File: config.mk
export PLATFORM = sky130hd
export DESIGN_NAME = syn_sram_arb_flat
export DESIGN_NICKNAME = d
export VERILOG_FILES = /design/src/rtl/syn_sram_arb_if.sv /design/src/rtl/syn_sram_arb.sv /design/src/flat_wrapper.sv
export SDC_FILE = /design/constraint.sdc
export NUM_CORES = 1
export LEC_CHECK = 0
export CAP_MARGIN = 15
export CORE_ASPECT_RATIO = 0.75
export CORE_MARGIN = 2
export CORE_UTILIZATION = 45
export CTS_CLUSTER_SIZE = 8
export DETAILED_ROUTE_END_ITERATION = 7
export PLACE_DENSITY = 0.83
export SYNTH_ARGS = -nofsm -noshare
export SYNTH_HDL_FRONTEND = slang
export SYNTH_SLANG_ARGS = --single-unit
File: constraint.sdc
create_clock -name clk_ir -period 4.3 [get_ports clk_ir]
set_input_delay 0.43 -clock clk_ir [delete_from_list [all_inputs] [get_ports clk_ir]]
set_output_delay 0.43 -clock clk_ir [all_outputs]
set_load 0.1 [all_outputs]
File: src/rtl/syn_sram_arb_if.sv
`default_nettype none
// ============================================================================
// Module   : syn_sram_arb_if
// Brief    : GPU, VGA and external-SRAM signal bundle for syn_sram_arb.
// Revision : 1.0
// ============================================================================
interface syn_sram_arb_if #(
  parameter int ADDR_W = 18,
  parameter int DATA_W = 16
);
  logic              gpu_req_i;
  logic              gpu_we_i;
  logic [ADDR_W-1:0] gpu_addr_i;
  logic [DATA_W-1:0] gpu_wdata_i;
  logic              gpu_gnt_o;
  logic              gpu_rd_valid_o;
  logic [DATA_W-1:0] gpu_rdata_o;

  logic              vga_req_i;
  logic [ADDR_W-1:0] vga_addr_i;
  logic              vga_gnt_o;
  logic              vga_rd_valid_o;
  logic [DATA_W-1:0] vga_rdata_o;

  logic [ADDR_W-1:0] sram_addr_o;
  logic [DATA_W-1:0] sram_wdata_o;
  logic              sram_we_o;
  logic              sram_oe_o;
  logic [DATA_W-1:0] sram_rdata_i;

  // Requesters and the SRAM device model.
  modport master (
    output gpu_req_i, gpu_we_i, gpu_addr_i, gpu_wdata_i,
    output vga_req_i, vga_addr_i,
    output sram_rdata_i,
    input  gpu_gnt_o, gpu_rd_valid_o, gpu_rdata_o,
    input  vga_gnt_o, vga_rd_valid_o, vga_rdata_o,
    input  sram_addr_o, sram_wdata_o, sram_we_o, sram_oe_o
  );

  // The arbiter.
  modport slave (
    input  gpu_req_i, gpu_we_i, gpu_addr_i, gpu_wdata_i,
    input  vga_req_i, vga_addr_i,
    input  sram_rdata_i,
    output gpu_gnt_o, gpu_rd_valid_o, gpu_rdata_o,
    output vga_gnt_o, vga_rd_valid_o, vga_rdata_o,
    output sram_addr_o, sram_wdata_o, sram_we_o, sram_oe_o
  );
endinterface
`default_nettype wire

File: src/rtl/syn_sram_arb.sv
`default_nettype none
// ============================================================================
// Module   : syn_sram_arb
// Brief    : VGA-priority SRAM arbiter with GPU starvation guard, write-to-read
//            turnaround bubble and owner-tagged read return.
// Revision : 1.0
// ============================================================================
module syn_sram_arb #(
  parameter int ADDR_W       = 18,
  parameter int DATA_W       = 16,
  parameter int RD_LAT       = 2,
  parameter int GPU_MAX_WAIT = 8
) (
  input  wire           clk_ir,
  input  wire           rst_ih,
  syn_sram_arb_if.slave bus
);

  localparam logic [7:0] C_MAX_WAIT = 8'(GPU_MAX_WAIT);

  typedef enum logic [1:0] {
    IDLE = 2'd0,
    RD   = 2'd1,
    WR   = 2'd2,
    TURN = 2'd3
  } state_t;

  state_t            r_state;
  state_t            w_state_nxt;
  logic [7:0]        r_wait_cnt;

  logic              w_force;
  logic              w_gpu_win;
  logic              w_vga_win;
  logic              w_cand_rd;
  logic              w_turn;
  logic              w_gpu_gnt;
  logic              w_vga_gnt;

  logic              r_sram_we;
  logic              r_sram_oe;
  logic [ADDR_W-1:0] r_sram_addr;
  logic [DATA_W-1:0] r_sram_wdata;
  logic              r_rd_gpu;

  logic [RD_LAT-1:0] r_tag_vld;
  logic [RD_LAT-1:0] r_tag_gpu;

  logic              r_gpu_rd_valid;
  logic [DATA_W-1:0] r_gpu_rdata;
  logic              r_vga_rd_valid;
  logic [DATA_W-1:0] r_vga_rdata;

  always_comb begin
    w_force     = (r_wait_cnt == C_MAX_WAIT);
    w_gpu_win   = bus.gpu_req_i && (!bus.vga_req_i || w_force);
    w_vga_win   = bus.vga_req_i && !w_gpu_win;
    w_cand_rd   = w_vga_win || (w_gpu_win && !bus.gpu_we_i);
    // A read directly behind a write must wait one idle cycle for the bus.
    w_turn      = (r_state == WR) && w_cand_rd;
    w_gpu_gnt   = w_gpu_win && !w_turn && !rst_ih;
    w_vga_gnt   = w_vga_win && !w_turn && !rst_ih;

    w_state_nxt = IDLE;
    if (w_turn) begin
      w_state_nxt = TURN;
    end else if (w_gpu_gnt) begin
      w_state_nxt = bus.gpu_we_i ? WR : RD;
    end else if (w_vga_gnt) begin
      w_state_nxt = RD;
    end
  end

  always_ff @(posedge clk_ir or posedge rst_ih) begin
    if (rst_ih) begin
      r_state <= IDLE;
    end else begin
      r_state <= w_state_nxt;
    end
  end

  always_ff @(posedge clk_ir or posedge rst_ih) begin
    if (rst_ih) begin
      r_wait_cnt <= 8'd0;
    end else if (!bus.gpu_req_i || w_gpu_gnt) begin
      r_wait_cnt <= 8'd0;
    end else if (r_wait_cnt != C_MAX_WAIT) begin
      r_wait_cnt <= r_wait_cnt + 8'd1;
    end
  end

  always_ff @(posedge clk_ir or posedge rst_ih) begin
    if (rst_ih) begin
      r_sram_we    <= 1'b0;
      r_sram_oe    <= 1'b0;
      r_sram_addr  <= '0;
      r_sram_wdata <= '0;
      r_rd_gpu     <= 1'b0;
    end else begin
      r_sram_we <= w_gpu_gnt && bus.gpu_we_i;
      r_sram_oe <= w_vga_gnt || (w_gpu_gnt && !bus.gpu_we_i);
      if (w_vga_gnt) begin
        r_sram_addr <= bus.vga_addr_i;
        r_rd_gpu    <= 1'b0;
      end else if (w_gpu_gnt) begin
        r_sram_addr <= bus.gpu_addr_i;
        r_rd_gpu    <= 1'b1;
        if (bus.gpu_we_i) begin
          r_sram_wdata <= bus.gpu_wdata_i;
        end
      end
    end
  end

  // Tags enter alongside the read strobe and leave when the SRAM data is valid.
  always_ff @(posedge clk_ir or posedge rst_ih) begin
    if (rst_ih) begin
      r_tag_vld <= '0;
      r_tag_gpu <= '0;
    end else begin
      r_tag_vld[0] <= r_sram_oe;
      r_tag_gpu[0] <= r_rd_gpu;
      for (int i = 1; i < RD_LAT; i++) begin
        r_tag_vld[i] <= r_tag_vld[i-1];
        r_tag_gpu[i] <= r_tag_gpu[i-1];
      end
    end
  end

  always_ff @(posedge clk_ir or posedge rst_ih) begin
    if (rst_ih) begin
      r_gpu_rd_valid <= 1'b0;
      r_gpu_rdata    <= '0;
      r_vga_rd_valid <= 1'b0;
      r_vga_rdata    <= '0;
    end else begin
      r_gpu_rd_valid <= r_tag_vld[RD_LAT-1] && r_tag_gpu[RD_LAT-1];
      r_vga_rd_valid <= r_tag_vld[RD_LAT-1] && !r_tag_gpu[RD_LAT-1];
      if (r_tag_vld[RD_LAT-1] && r_tag_gpu[RD_LAT-1]) begin
        r_gpu_rdata <= bus.sram_rdata_i;
      end
      if (r_tag_vld[RD_LAT-1] && !r_tag_gpu[RD_LAT-1]) begin
        r_vga_rdata <= bus.sram_rdata_i;
      end
    end
  end

  assign bus.gpu_gnt_o      = w_gpu_gnt;
  assign bus.vga_gnt_o      = w_vga_gnt;
  assign bus.gpu_rd_valid_o = r_gpu_rd_valid;
  assign bus.gpu_rdata_o    = r_gpu_rdata;
  assign bus.vga_rd_valid_o = r_vga_rd_valid;
  assign bus.vga_rdata_o    = r_vga_rdata;
  assign bus.sram_addr_o    = r_sram_addr;
  assign bus.sram_wdata_o   = r_sram_wdata;
  assign bus.sram_we_o      = r_sram_we;
  assign bus.sram_oe_o      = r_sram_oe;

endmodule
`default_nettype wire

File: src/flat_wrapper.sv
// flat-port wrapper written by rule: the top's interface ports become plain ports
module syn_sram_arb_flat 
#(
  parameter int ADDR_W       = 18,
  parameter int DATA_W       = 16,
  parameter int RD_LAT       = 2,
  parameter int GPU_MAX_WAIT = 8
)
  (clk_ir, rst_ih, bus_gpu_req_i, bus_gpu_we_i, bus_gpu_addr_i, bus_gpu_wdata_i, bus_vga_req_i, bus_vga_addr_i, bus_sram_rdata_i, bus_gpu_gnt_o, bus_gpu_rd_valid_o, bus_gpu_rdata_o, bus_vga_gnt_o, bus_vga_rd_valid_o, bus_vga_rdata_o, bus_sram_addr_o, bus_sram_wdata_o, bus_sram_we_o, bus_sram_oe_o);
  syn_sram_arb_if #(.ADDR_W(ADDR_W), .DATA_W(DATA_W)) bus_i ();
  input  wire clk_ir;
  input  wire rst_ih;
  input wire logic [$bits(bus_i.gpu_req_i)-1:0] bus_gpu_req_i;
  input wire logic [$bits(bus_i.gpu_we_i)-1:0] bus_gpu_we_i;
  input wire logic [$bits(bus_i.gpu_addr_i)-1:0] bus_gpu_addr_i;
  input wire logic [$bits(bus_i.gpu_wdata_i)-1:0] bus_gpu_wdata_i;
  input wire logic [$bits(bus_i.vga_req_i)-1:0] bus_vga_req_i;
  input wire logic [$bits(bus_i.vga_addr_i)-1:0] bus_vga_addr_i;
  input wire logic [$bits(bus_i.sram_rdata_i)-1:0] bus_sram_rdata_i;
  output wire logic [$bits(bus_i.gpu_gnt_o)-1:0] bus_gpu_gnt_o;
  output wire logic [$bits(bus_i.gpu_rd_valid_o)-1:0] bus_gpu_rd_valid_o;
  output wire logic [$bits(bus_i.gpu_rdata_o)-1:0] bus_gpu_rdata_o;
  output wire logic [$bits(bus_i.vga_gnt_o)-1:0] bus_vga_gnt_o;
  output wire logic [$bits(bus_i.vga_rd_valid_o)-1:0] bus_vga_rd_valid_o;
  output wire logic [$bits(bus_i.vga_rdata_o)-1:0] bus_vga_rdata_o;
  output wire logic [$bits(bus_i.sram_addr_o)-1:0] bus_sram_addr_o;
  output wire logic [$bits(bus_i.sram_wdata_o)-1:0] bus_sram_wdata_o;
  output wire logic [$bits(bus_i.sram_we_o)-1:0] bus_sram_we_o;
  output wire logic [$bits(bus_i.sram_oe_o)-1:0] bus_sram_oe_o;
  assign bus_i.gpu_req_i = bus_gpu_req_i;
  assign bus_i.gpu_we_i = bus_gpu_we_i;
  assign bus_i.gpu_addr_i = bus_gpu_addr_i;
  assign bus_i.gpu_wdata_i = bus_gpu_wdata_i;
  assign bus_i.vga_req_i = bus_vga_req_i;
  assign bus_i.vga_addr_i = bus_vga_addr_i;
  assign bus_i.sram_rdata_i = bus_sram_rdata_i;
  assign bus_gpu_gnt_o = bus_i.gpu_gnt_o;
  assign bus_gpu_rd_valid_o = bus_i.gpu_rd_valid_o;
  assign bus_gpu_rdata_o = bus_i.gpu_rdata_o;
  assign bus_vga_gnt_o = bus_i.vga_gnt_o;
  assign bus_vga_rd_valid_o = bus_i.vga_rd_valid_o;
  assign bus_vga_rdata_o = bus_i.vga_rdata_o;
  assign bus_sram_addr_o = bus_i.sram_addr_o;
  assign bus_sram_wdata_o = bus_i.sram_wdata_o;
  assign bus_sram_we_o = bus_i.sram_we_o;
  assign bus_sram_oe_o = bus_i.sram_oe_o;
  syn_sram_arb #(.ADDR_W(ADDR_W), .DATA_W(DATA_W), .RD_LAT(RD_LAT), .GPU_MAX_WAIT(GPU_MAX_WAIT)) u_core (.clk_ir(clk_ir), .rst_ih(rst_ih), .bus(bus_i));
endmodule
==> results.toml <==
[layout]
final_area_sq_um = 5321
layout-drive-gt1-share_pct = 17.80
fin_util_pct = 68.11
nFillCells = 570
layout.nets = 497
n_antenna_cell = 0
final_cell_mix = "clkdlybuf4s50_1 (142), dfrtp_1 (85), mux2_2 (40)"
layout_commonest_cell = "clkdlybuf4s50_1"
area_growth_pct = 48.34

[worst_setup_path]
slowest_stage = "a2111o_1"
cp_top_family = "buffers and inverters"
critPathLaunch = "u_core.r_wait_cnt[0]$_DFFE_PP0P_"
crit_path_cell_trace = "inv_1 -> ha_1 -> nor4b_4 -> a2111o_1 -> clkinv_1 -> buf_4 -> buf_4"
cpMostUsedCell = "buf_4"
worstRegToRegCells = 6
critPathKind = "reg2out"
worstSetupStartpointType = "flop"
arrival_ns = 2.62
end_kind = "output pin"
crit_cells = 7
slowest_delay_ns = 0.62
critPathBufInv = 4
r2r_start = "u_core.r_wait_cnt[0]$_DFFE_PP0P_"
crit_path_max_fanout = 20
required_ns = 3.87

[sta]
tightest_slew_ns = 1.020
min_period_ns = 3.045
fin_setup_tns_ns = 0
fin_crit_sh_pct = 70.83
slew_headroom_pct = 31.76
slew_violations = 0
max_freq_mhz = 328.4
clock-skew-final_ns = 0.009616
hold_viol = 0
finalSetupViolCount = 0
rsz0062_at_grt = "no"
layout_setup_ws_ns = 1.255

[floorplanning]
rows = 28
initial_core_util_pct = 45.92
design.die.area_sq_um = 8709
io_pins = 145
fp.dieW_um = 107.1
die-height_um = 81.32
core-area_sq_um = 7812

[grt]
track_usage_pct = 20.43
grt_pass1_wl_mm = 13.51
grt.overflow.total = 0
grt_pass1_vias = 2714
grt_antenna_before_repair = 0
grt_max_degree = 65

[pwr]
pwr-share-clk_pct = 17.9
leakage_nw = 2.223
internal-power_mw = 1.783
p_sw_mw = 1.811
combPwrFrac_pct = 52.6
irDropWorstVdd_uv = 452.9
p_sw_share_pct = 50.38
seqPwrFrac_pct = 29.4
p_per_area_nw_per_um2 = 675.4

[detailed_routing]
drc = 0
wl_per_cell_um = 16.48
drt_wl_total_mm = 8.769
antenna_left = 0
via_per_inst = 5.184
initialDrtViolationCount = 105
dr.pass1.iters = 5
num_vias = 2758

[placed_design]
detailed_place_hpwl_mm = 6.380
port_buffers = 144
place_ws_ns = 1.417
place_area_sq_um = 5070
gp_congestion = 0.8680

[clock_network]
cts_resized = 0
root_buffer = "clkbuf_8"
hold_buffers = 0
cts_setup_buffers = 0
clk_pin_slew_ns = 0.08
cts_tree = "done"
cts.sinks = 85
clkLatencyLatePin_ns = 0.36
clk_path_buf_depth = 2
h-tree-depth = 3
cts_buffers = 9

[synthesis]
yosysSeqAreaShare_pct = 59.30
syn-cell-area_sq_um = 3587
syn_nets = 355
ys_ff_latch = 85
synth_edf_count = 0
synth_ff_type = "dfrtp_1"
synthArstFlopShare_pct = 100.0
syn_area_per_cell_sq_um = 12.81
synthCells = 280
yosys_warnings = 0
ys_types = 35

[worst_hold_path]
holdCritStartpoint = "u_core.r_tag_vld[0]$_DFF_PP0_"
min_path_cells = 0
hp-class = "reg2reg"

[flow_run]
drv_cap = 0

[run_status]
outcome = "finished clean"
-- flip-flops by register name, indices dropped and copies added (netlist names), 2 cells and up --
signal                   count
u_core.bus.sram_wdata_o     16
u_core.r_wait_cnt            8
u_core.r_state               2
u_core.bus.sram_addr_o      18
u_core.r_tag_gpu             2
u_core.bus.gpu_rdata_o      16
u_core.bus.vga_rdata_o      16
u_core.r_tag_vld             2
-- metrics by stage --
stage	instances	total power [mW]	hold WS, ns
final	532	3.594	0.3475
after global routing	532	3.721	0.3574
after CTS	531	3.621	0.3490
after detailed placement	515	2.969	0.3347
after global placement	515	2.943	0.3330
after floorplan	280	2.490	0.3312
-- layer usage --
layer	global-route usage, %	vias to the layer above	routed length [um]
met5	0	-	0
met4	7.662	0	146
met3	6.581	16	926
met2	31.39	158	3907
met1	27.29	1305	3788
li1	-	1279	-
-- synth_stat cells (2+ instances only) --
library cell  count  share of area (%)
mux2_2           40                 13
o21ai_0          18                2.5
buf_2             4               0.56
dfrtp_1          85                 59
nand3_1           6               0.84
and3_1            2               0.35
nand2b_1          3               0.52
nand2_1           2               0.21
xor2_1            5                1.2
clkbuf_1         10                1.0
ha_1              2               0.70
inv_1             7               0.73
a41oi_1          18                4.4
buf_12            2                1.1
nor2b_1           2               0.35
nor2_1           27                2.8
mux2_4            8                3.3
a21oi_1          22                3.1
-- power groups by stage --
| stage | Sequential (mW) | Clock (mW) | Combinational [mW] |
|---|---|---|---|
| 2_1_floorplan | 2.26 | 0 | 0.234 |
| 3_3_place_gp | 1.06 | 0 | 1.88 |
| 3_5_place_dp | 1.07 | 0 | 1.90 |
| 4_1_cts | 1.06 | 0.665 | 1.90 |
| 5_1_grt | 1.08 | 0.698 | 1.94 |
| 6_report | 1.06 | 0.645 | 1.89 |
-- cell type report --
cell class	instances	area [sq um]	share of cell area, %
Clock buffer	10	137.6	2.586
Inverter	8	31.28	0.5878
Tap cell	105	131.4	2.469
Timing Repair Buffer	149	1486	27.93
Clock inverter	6	93.84	1.763
Sequential cell	85	2127	39.97
Multi-Input combinational cell	169	1314	24.69
-- kinds of logic (layout without fill, tap and decap cells) --
kind of cell | after synthesis | after routing | synth area share, %
flip-flops | 85 | 85 | 59.30
AND/OR/NAND/NOR | 48 | 48 | 7.011
buffers and inverters | 26 | 173 | 4.081
XOR/XNOR | 6 | 6 | 1.465
AO/OA/AOI/OAI | 64 | 64 | 11.27
adder cells (fa/ha/maj) | 2 | 2 | 0.6975
multiplexers | 49 | 49 | 16.18
-- final timing paths --
check / to / slack [ns]
setup / recovery: bus_vga_gnt_o / 1.25
hold / removal: u_core.r_tag_vld[1]$_DFF_PP0_ / 0.35
setup reg to reg: u_core.bus.sram_wdata_o[14]$_DFFE_PP0P_ / 1.68
hold reg to reg: u_core.r_tag_vld[1]$_DFF_PP0_ / 0.35
max in group asynchronous: u_core.r_state[1]$_DFF_PP0_ / 2.99
min in group asynchronous: u_core.bus.sram_addr_o[9]$_DFFE_PP0P_ / 0.58
Note: power is estimated with default switching activity, not from simulation.
==> edit: new RTL, same settings <==
The 4 states of `state_t` get a one-hot encoding in 4 bits.
--- a/src/rtl/syn_sram_arb.sv
+++ b/src/rtl/syn_sram_arb.sv
@@ -18,11 +18,11 @@
 
   localparam logic [7:0] C_MAX_WAIT = 8'(GPU_MAX_WAIT);
 
-  typedef enum logic [1:0] {
-    IDLE = 2'd0,
-    RD   = 2'd1,
-    WR   = 2'd2,
-    TURN = 2'd3
+  typedef enum logic [3:0] {
+    IDLE = 4'b0001,
+    RD   = 4'b0010,
+    WR   = 4'b0100,
+    TURN = 4'b1000
   } state_t;
 
   state_t            r_state;
Behaviour: no difference found for any inputs over 10 cycles, from zero or initial values and one cycle with rst_ih high; not proved beyond that.
==> edit against the original RTL <==
- final area grew 0.45%
- sequential cell count is 2 higher
- area after synthesis up 1.1%
- routed wire length down 4.7%
- register-to-register slack gained 0.20 ns
- sequential share of layout area increased by 0.78 points
- maximum frequency up 0.72%
- setup slack improved by 0.022 ns
- non-clock buffer count unchanged
- combinational power is 7% lower
- first-iteration DRC count decreased by 7.6%
- sequential power about the same
- clock skew down 0.0026 ns
- total power decreased by 7.6%
- critical path type unchanged
- largest cell class unchanged
==> edit: results (changes against the original RTL) <==
[grt] vias in the first global route 2,823 [was 2,714]
[timing] final worst clock skew 0.007017 ns [was 0.009616 ns]
[route] average via count per standard cell 5.074 [was 5.184]
[route] 1st-iter DRT viols 97 [was 105]
[logic_synthesis] ranking of synthesized cells by area sky130_fd_sc_hd__dfrtp_1 59%, sky130_fd_sc_hd__mux2_2 12%, sky130_fd_sc_hd__o211ai_1 7.5% [was sky130_fd_sc_hd__dfrtp_1 59%, sky130_fd_sc_hd__mux2_2 13%, sky130_fd_sc_hd__a41oi_1 4.4%]
[setup_path] setup slack, reg-to-reg 1.88 ns [was 1.68 ns]
[setup_path] worst setup path endpoint bus_gpu_gnt_o [was bus_vga_gnt_o]
[final_layout] number of nets in the finished design 505 [was 497]
[logic_synthesis] Syn Area/Cell 12.81 µm² [about the same]
[setup_path] delay contributed by the slowest stage of the critical path 0.50 ns [was 0.62 ns]
[place] RD Place Congestion 0.8153 [was 0.8680]
[timing] post-route setup slack 1.276 ns [was 1.255 ns]
[timing] worst slew margin relative to its limit 32.52% [was 31.76%]
[place] detailed placement HPWL 6081 µm [was 6380 µm]
[setup_path] Crit path arrival time 2.59 ns [was 2.62 ns]
[grt] global router's overall resource usage 20.01% [was 20.43%]
[grt] pin count of the biggest net entering global routing 59 [was 65]
[logic_synthesis] post-synth net total 358 [was 355]
[cts] later-pin clock latency in the skew report 0.34 ns [was 0.36 ns]
[route] total via count in the routed design 2,740 [was 2,758]
[setup_path] crit path max-delay cell type sky130_fd_sc_hd__or2_2 [was sky130_fd_sc_hd__a2111o_1]
[power] LEAKAGE 2.352 nW [was 2.223 nW]
[grt] wire length of the first global-routing pass 13,590 µm [was 13,510 µm]
[power] Internal 1.631 mW [was 1.783 mW]
[logic_synthesis] top cell types by occurrence after synthesis 86 x sky130_fd_sc_hd__dfrtp_1, 40 x sky130_fd_sc_hd__mux2_2, 36 x sky130_fd_sc_hd__o211ai_1 [was 85 x sky130_fd_sc_hd__dfrtp_1, 40 x sky130_fd_sc_hd__mux2_2, 27 x sky130_fd_sc_hd__nor2_1]
[logic_synthesis] Seq/Total Area, Yosys 60.08% [was 59.30%]
[final_layout] Design Area, Final 0.005345 mm² [was 0.005321 mm²]
[outcome] outcome finished, final reports clean [unchanged]
[setup_path] capture instance of the worst register-to-register path u_core.bus.sram_wdata_o[2] [was u_core.bus.sram_wdata_o[14]]
[setup_path] maximum fanout along the worst path 22 [was 20]
[edit: cell count changes after synthesis, sizes merged, moves of 4 or more]
cell    unedited run  this run
a21oi             22         2
a41oi             18         0
clkbuf            10         6
inv                7        28
nand2              2        22
nor2              27         9
o211ai             0        36
o21ai             19         4
[edit: power by group through the flow]
| stage | logic, mW | clock network (mW) | registers (mW) |
|---|---|---|---|
| after floorplan | 0.216 | 0 | 2.17 |
| after global placement | 1.74 | 0 | 1.07 |
| after detailed placement | 1.75 | 0 | 1.08 |
| after CTS | 1.76 | 0.537 | 1.06 |
| after global routing | 1.80 | 0.575 | 1.08 |
| final | 1.75 | 0.515 | 1.06 |
[edit: layout make-up]
type | instances | area [µm²]
Multi-Input combinational cell | 154 | 1272
Clock buffer | 9 | 123.9
Sequential cell | 87 | 2178
Clock inverter | 7 | 55.05
Timing Repair Buffer | 149 | 1474
Inverter | 29 | 110.1
Fill cell | 590 | 2502
Tap cell | 105 | 131.4
[edit: logic make-up (layout without fill, tap and decap cells)]
logic type	after synthesis	count (layout)	share of synthesized area, %
adders and majority gates	2	2	0.6900
AOI/OAI and AO/OA	47	47	9.317
and+or+nand+nor	50	50	7.626
buffers and inverters	42	194	4.831
xor gates and xnor gates	6	6	1.449
DFF	87	87	60.08
muxes	49	49	16.01
[edit: routing by layer]
layer | vias to the layer above | share of wire, % | global-route usage [%]
met4 | 0 | 1.0 | 6.538
met5 | - | 0 | 0
met1 | 1321 | 42 | 25.13
met3 | 10 | 10 | 7.381
met2 | 136 | 47 | 32.52
li1 | 1273 | - | -
